<file path="src/rtl/deserializer_pkg.sv">
// Shared constants for the serial-to-parallel deserializer.
// Build option: DESERIALIZER_LSB_FIRST_EN selects LSB-first word assembly.
package deserializer_pkg;

    localparam int DATA_W_DEFAULT = 8;

    // Counter width for a given word width; never narrower than one bit.
    function automatic int cnt_width(input int width);
        int result;
        if (width < 2) begin
            result = 1;
        end else begin
            result = $clog2(width);
        end
        return result;
    endfunction

    localparam int CNT_W_DEFAULT = cnt_width(DATA_W_DEFAULT);

endpackage

</file>
<file path="src/rtl/deser_shift_reg.sv">
// Serial shift register with selectable bit order; exposes the next word value.
// Build option: DESERIALIZER_LSB_FIRST_EN shifts toward bit 0 so the first bit ends at dataout[0].
module deser_shift_reg
    import deserializer_pkg::*;
#(
    parameter int DATA_W = DATA_W_DEFAULT
) (
    input  logic              clk,
    input  logic              rst_n,
    input  logic              shift_en,
    input  logic              din,
    output logic [DATA_W-1:0] word_next
);

    logic [DATA_W-1:0] sreg_r;
    logic [DATA_W-1:0] sreg_next_s;

    // Next register value with the incoming bit merged in.
    always_comb begin
        sreg_next_s = sreg_r;
`ifdef DESERIALIZER_LSB_FIRST_EN
        sreg_next_s = {din, sreg_r[DATA_W-1:1]};
`else
        sreg_next_s = {sreg_r[DATA_W-2:0], din};
`endif
    end

    // Shift only on qualified bits; gaps leave the partial word intact.
    always_ff @(posedge clk or negedge rst_n) begin
        if (!rst_n) begin
            sreg_r <= {DATA_W{1'b0}};
        end else if (shift_en) begin
            sreg_r <= sreg_next_s;
        end else begin
            sreg_r <= sreg_r;
        end
    end

    assign word_next = sreg_next_s;

endmodule

</file>
<file path="src/rtl/deserializer.sv">
// Serial-to-parallel deserializer: one validOut strobe per DATA_W qualified bits.
// Build option: DESERIALIZER_LSB_FIRST_EN (see deser_shift_reg) selects LSB-first order.
module deserializer
    import deserializer_pkg::*;
#(
    parameter int DATA_W = DATA_W_DEFAULT
) (
    input  logic              clk,
    input  logic              rst_n,
    input  logic              datain,
    input  logic              validIn,
    output logic [DATA_W-1:0] dataout,
    output logic              validOut
);

    localparam int CNT_W = cnt_width(DATA_W);

    logic [CNT_W-1:0]  cnt_r;
    logic [DATA_W-1:0] word_next_s;
    logic              last_s;

    deser_shift_reg #(
        .DATA_W (DATA_W)
    ) u_shift_reg (
        .clk       (clk),
        .rst_n     (rst_n),
        .shift_en  (validIn),
        .din       (datain),
        .word_next (word_next_s)
    );

    // The bit being sampled now completes the word.
    assign last_s = validIn && (cnt_r == CNT_W'(DATA_W - 1));

    // Bit counter and output registers; the completing edge loads the word directly.
    always_ff @(posedge clk or negedge rst_n) begin
        if (!rst_n) begin
            cnt_r    <= {CNT_W{1'b0}};
            dataout  <= {DATA_W{1'b0}};
            validOut <= 1'b0;
        end else if (last_s) begin
            cnt_r    <= {CNT_W{1'b0}};
            dataout  <= word_next_s;
            validOut <= 1'b1;
        end else if (validIn) begin
            cnt_r    <= cnt_r + CNT_W'(1);
            dataout  <= dataout;
            validOut <= 1'b0;
        end else begin
            cnt_r    <= cnt_r;
            dataout  <= dataout;
            validOut <= 1'b0;
        end
    end

endmodule

</file>
<file path="config.mk">
export PLATFORM = sky130hd
export DESIGN_NAME = deserializer
export DESIGN_NICKNAME = d
export VERILOG_FILES = /design/src/rtl/deserializer_pkg.sv /design/src/rtl/deser_shift_reg.sv /design/src/rtl/deserializer.sv
export SDC_FILE = /design/constraint.sdc
export NUM_CORES = 1
export LEC_CHECK = 0
export CORE_MARGIN = 2
export CORE_UTILIZATION = 52
export CTS_BUF_LIST = sky130_fd_sc_hd__clkbuf_8
export CTS_CLUSTER_SIZE = 8
export DETAILED_ROUTE_END_ITERATION = 16
export GPL_ROUTABILITY_DRIVEN = 0
export PLACE_DENSITY_LB_ADDON = 0.2
export SLEW_MARGIN = 20
export SYNTH_ARGS = -nofsm -noshare
export SYNTH_HDL_FRONTEND = slang
export SYNTH_SLANG_ARGS = --single-unit
</file>
<file path="constraint.sdc">
create_clock -name clk -period 3.6 [get_ports clk]
set_input_delay 0.72 -clock clk [delete_from_list [all_inputs] [get_ports clk]]
set_output_delay 0.72 -clock clk [all_outputs]
set_load 0.01 [all_outputs]
</file>
---- After elaboration in Yosys (flattened, before gate mapping) ----
Index checks and enable logic that the tools add are counted.
operators by class
  add/subtract/negate cells ............... 1
  eq/ne operators ......................... 1
  multiplexer cells ....................... 3
  reduce and logical (&&, ||, !) cells .... 2
operator list
  kind                   count
  $mux W3                2
  $add A3 B1 Y3 const B  1
  $eq A3 B3 Y1 const B   1
  $reduce_bool A2 Y1     1
  $logic_and A1 B1 Y1    1
  $mux W1                1
word-level totals
  register bits ........................... 19
  word-level logic and storage cells ...... 11

---- Logic depth before layout (Yosys ltp) ----
  depth in word-level cells ............... 3
  depth in mapped cells ................... 4
  gate-level depth less buffers ........... 4

---- Cells and area by module ----
From an unflattened synthesis, not the netlist that was laid out.
second synthesis, totals
  cells, all modules ...................... 46
  area total of the unflattened synthesis .. 767.0 sq um
modules (own cells, without submodules)
  module           instances  cells each  area each (sq um)
  deserializer     1          30          467.9
  deser_shift_reg  1          16          299.0

---- Worst setup path after synthesis ----
OpenSTA, ideal clock, no wires.
  path kind ............................... register -> register
  start ................................... register cnt_r[0]
  end ..................................... register dataout[0]
  setup time .............................. 0.125 ns
  arrival time ............................ 1.264 ns
  path slack .............................. 2.211 ns
  cell stages (with the launch flop) ...... 5
  path buffers ............................ 0
  clock period less this slack ............ 1.389 ns
  cell sequence ........................... dfrtp_1 > ha_1 > ha_1 > nand2_2 > mux2_2
between the ends
  longest elaborated chain between the ends .. 2
ends and longest elaborated chain
  element                 RTL line            source
  start, declared         deserializer.sv:18  logic [CNT_W-1:0] cnt_r;
  start signal, assigned  deserializer.sv:38  cnt_r <= {CNT_W{1'b0}};
  start signal, assigned  deserializer.sv:42  cnt_r <= {CNT_W{1'b0}};
  start signal, assigned  deserializer.sv:46  cnt_r <= cnt_r + CNT_W'(1);
  $eq A3 B3 Y1            deserializer.sv:33  assign last_s = validIn && (cnt_r == CNT_W'(DATA_W - 1));
  $logic_and A1 B1 Y1     deserializer.sv:33
  end signal, assigned    deserializer.sv:39  dataout <= {DATA_W{1'b0}};
  end signal, assigned    deserializer.sv:43  dataout <= word_next_s;
  end signal, assigned    deserializer.sv:47  dataout <= dataout;
  end, declared           deserializer.sv:12  output logic [DATA_W-1:0] dataout,
No other way between the ends.
A chain may end at the register's enable or synchronous reset.

---- Worst setup path after layout ----
  start ................................... input validIn
  end ..................................... register dataout[5]
between the ends
  longest elaborated chain between the ends .. 1
ends and longest elaborated chain
  element              RTL line            source
  start, declared      deserializer.sv:11  input logic validIn,
  $logic_and A1 B1 Y1  deserializer.sv:33
No other way between the ends.

==> flow_summary.json <==
{
  "clkTransAtPathRegs_ps": 70,
  "antenna_found_initial": 0,
  "nets": 67,
  "cp.required_ps": 3730,
  "cts_buffer_depth": 2,
  "fmax_mhz": 514,
  "run_status": "completed",
  "tightestPinTransition_ps": 795,
  "rr_worst_depth": 4,
  "cts_hold_buf": 0,
  "critPathArrivalTime_ps": 2080,
  "cts_tree": "done",
  "reg2reg_slack_ps": 2090,
  "multiInputGateArea_um2": 236,
  "grt_pass1_vias": 383,
  "r2r_start": "cnt_r[0]",
  "startpoint": "validIn",
  "final.setup.tns_ps": 0,
  "start_util_pct": 55.9,
  "hold_path.class": "reg2reg",
  "crit_end": "dataout[5]",
  "final_util_pct": 69.5,
  "worstSkewPairLatency_ps": 250,
  "grt.total_usage_pct": 15.8,
  "viasPerCell": 5.12,
  "syn2layout_area_growth_pct": 24.4,
  "critPathCaptureType": "register",
  "diodes": 0,
  "port-buffer-count": 12,
  "synth_compound_area_share_pct": 0.861,
  "yosysWarnings": 0,
  "layout_commonest_cell": "dfrtp_1",
  "grt_max_degree": 20,
  "syn_avg_cell_area_um2": 16.2,
  "ctsResizeCount": 0,
  "place_hpwl_um": 777,
  "vias": 384,
  "drv_cap": 0,
  "die_x_um": 41.4,
  "layout_common_cells": "dfrtp_1, mux2_2, clkdlybuf4s50_1, clkbuf_8",
  "p_leak_nw": 0.412,
  "drt_iter0_drc": 1,
  "cts_root_buf": "clkbuf_8",
  "drt-pass1-iter-count": 2,
  "synth_fa_ha_area_share_pct": 3.44,
  "row_count": 13,
  "placed_area_um2": 858,
  "synth_top_family_by_area": "multiplexers",
  "fp.dieH_um": 41.4,
  "setup_viol": 0,
  "synthDistinctLibCells": 9,
  "syn_nets": 51,
  "path_class": "in2reg",
  "min_period_over_period_pct": 54.0,
  "period_needed_ps": 1950,
  "rsz0062_at_grt": "no",
  "cp_slowest_stage_delay_ps": 770,
  "p_per_area_nw_per_um2": 798,
  "crit_fanout": 12,
  "io_pins": 13,
  "n_fill_cell": 90,
  "synth_seq_area_share_pct": 65.4,
  "synth_xor_area_share_pct": 0,
  "path_cells": "clkdlybuf4s50_1 > nand2_2 > mux2_2",
  "total_power_mw": 0.722,
  "seqCellArea_um2": 475,
  "stdcell_area_um2": 905,
  "synthCells": 45,
  "grt_pass1_wl_um": 1660,
  "die-area_um2": 1710,
  "muxShareOfSynthArea_pct": 26.3,
  "htreeDepth": 1,
  "postCtsSetupRepairBufs": 0,
  "overflow": 0,
  "drtAntennaViolNets": 0,
  "startpoint_type": "primary input",
  "relSlewSlack_pct": 46.9,
  "worst_clock_skew_ps": 0.727,
  "clock_sinks": 19,
  "peakVddDrop_mv": 0.402,
  "core_area_um2": 1300,
  "drv_slew": 0,
  "drive_gt1_share_pct": 36.7,
  "synth-simple-area-share_pct": 1.89,
  "crit_slowest_cell": "clkdlybuf4s50_1",
  "cts_buffers": 3,
  "wl_um": 1020,
  "hold_violations": 0,
  "wire_per_inst_um": 13.6,
  "syn_area_um2": 727,
  "yosys_register_bits": 19,
  "drc": 0,
  "r2r_end": "dataout[5]"
}
==> where the power goes <==
| part | internal, mW | total (mW) | switching [mW] |
|---|---|---|---|
| logic | 0.156 | 0.244 | 0.0884 |
| clock network | 0.0766 | 0.141 | 0.0639 |
| registers | 0.295 | 0.337 | 0.0424 |
==> Yosys cell counts, drive strengths merged <==
cell type | n | area (µm²)
dfrtp | 19 | 475
mux2 | 17 | 191
ha | 2 | 25.0
inv | 2 | 7.51
nand2 | 2 | 10.0
buf | 1 | 7.51
nor2 | 1 | 3.75
o22ai | 1 | 6.26
==> metrics by stage <==
stage | hold slack (ps) | instances | worst slack (ps)
final | 504 | 75 | 1650
after global routing | 523 | 75 | 1570
after CTS | 510 | 75 | 1650
after detailed placement | 494 | 71 | 1380
after global placement | 490 | 71 | 1440
after floorplan | 424 | 45 | 2210
==> worst min-delay path by stage <==
stage | endpoint | start | cells after the start | slack (ps)
after floorplan | cnt_r[0] | rst_n | 0 | 420
after global placement | dataout[4] | dataout[4] | 1 | 490
after detailed placement | dataout[3] | dataout[3] | 1 | 490
after CTS | dataout[3] | dataout[3] | 1 | 510
after global routing | dataout[3] | dataout[3] | 1 | 520
final | dataout[3] | dataout[3] | 1 | 500
==> layer usage <==
metal | wire [µm] | GRT usage (%) | up-vias
met1 | 414 | 17.1 | 191
met3 | 54 | 6.38 | 0
li1 | - | - | 184
met2 | 554 | 29.3 | 9
met4 | 0 | 2.42 | 0
met5 | 0 | 0 | -
==> final cells by class <==
type	instances	share of cell area [%]
repair buffers	12	13.3
flip-flops and latches	19	52.6
clock buffers	3	4.56
clock inverters	1	0.553
well taps	15	2.07
inverters	2	0.830
multi-input cells	23	26.1
==> logic make-up (layout without fill, tap and decap cells) <==
kind of cell,Yosys count,in the layout
mux,17,17
flops,19,19
fa+ha+maj,2,2
simple gates,3,3
compound gates,1,1
buf+inv,3,18
==> critical path, delay by kind of cell <==
| family | cells | cell delay [ps] |
|---|---|---|
| AND/OR/NAND/NOR | 1 | 250 |
| buffers and inverters | 1 | 770 |
| multiplexers | 1 | 340 |
==> sequential cells by signal (all words and copies together) (netlist names) <==
signal              count
dataout                 8
u_shift_reg.sreg_r      7
cnt_r                   3
validOut                1
Power figures use the tool's default switching activity.
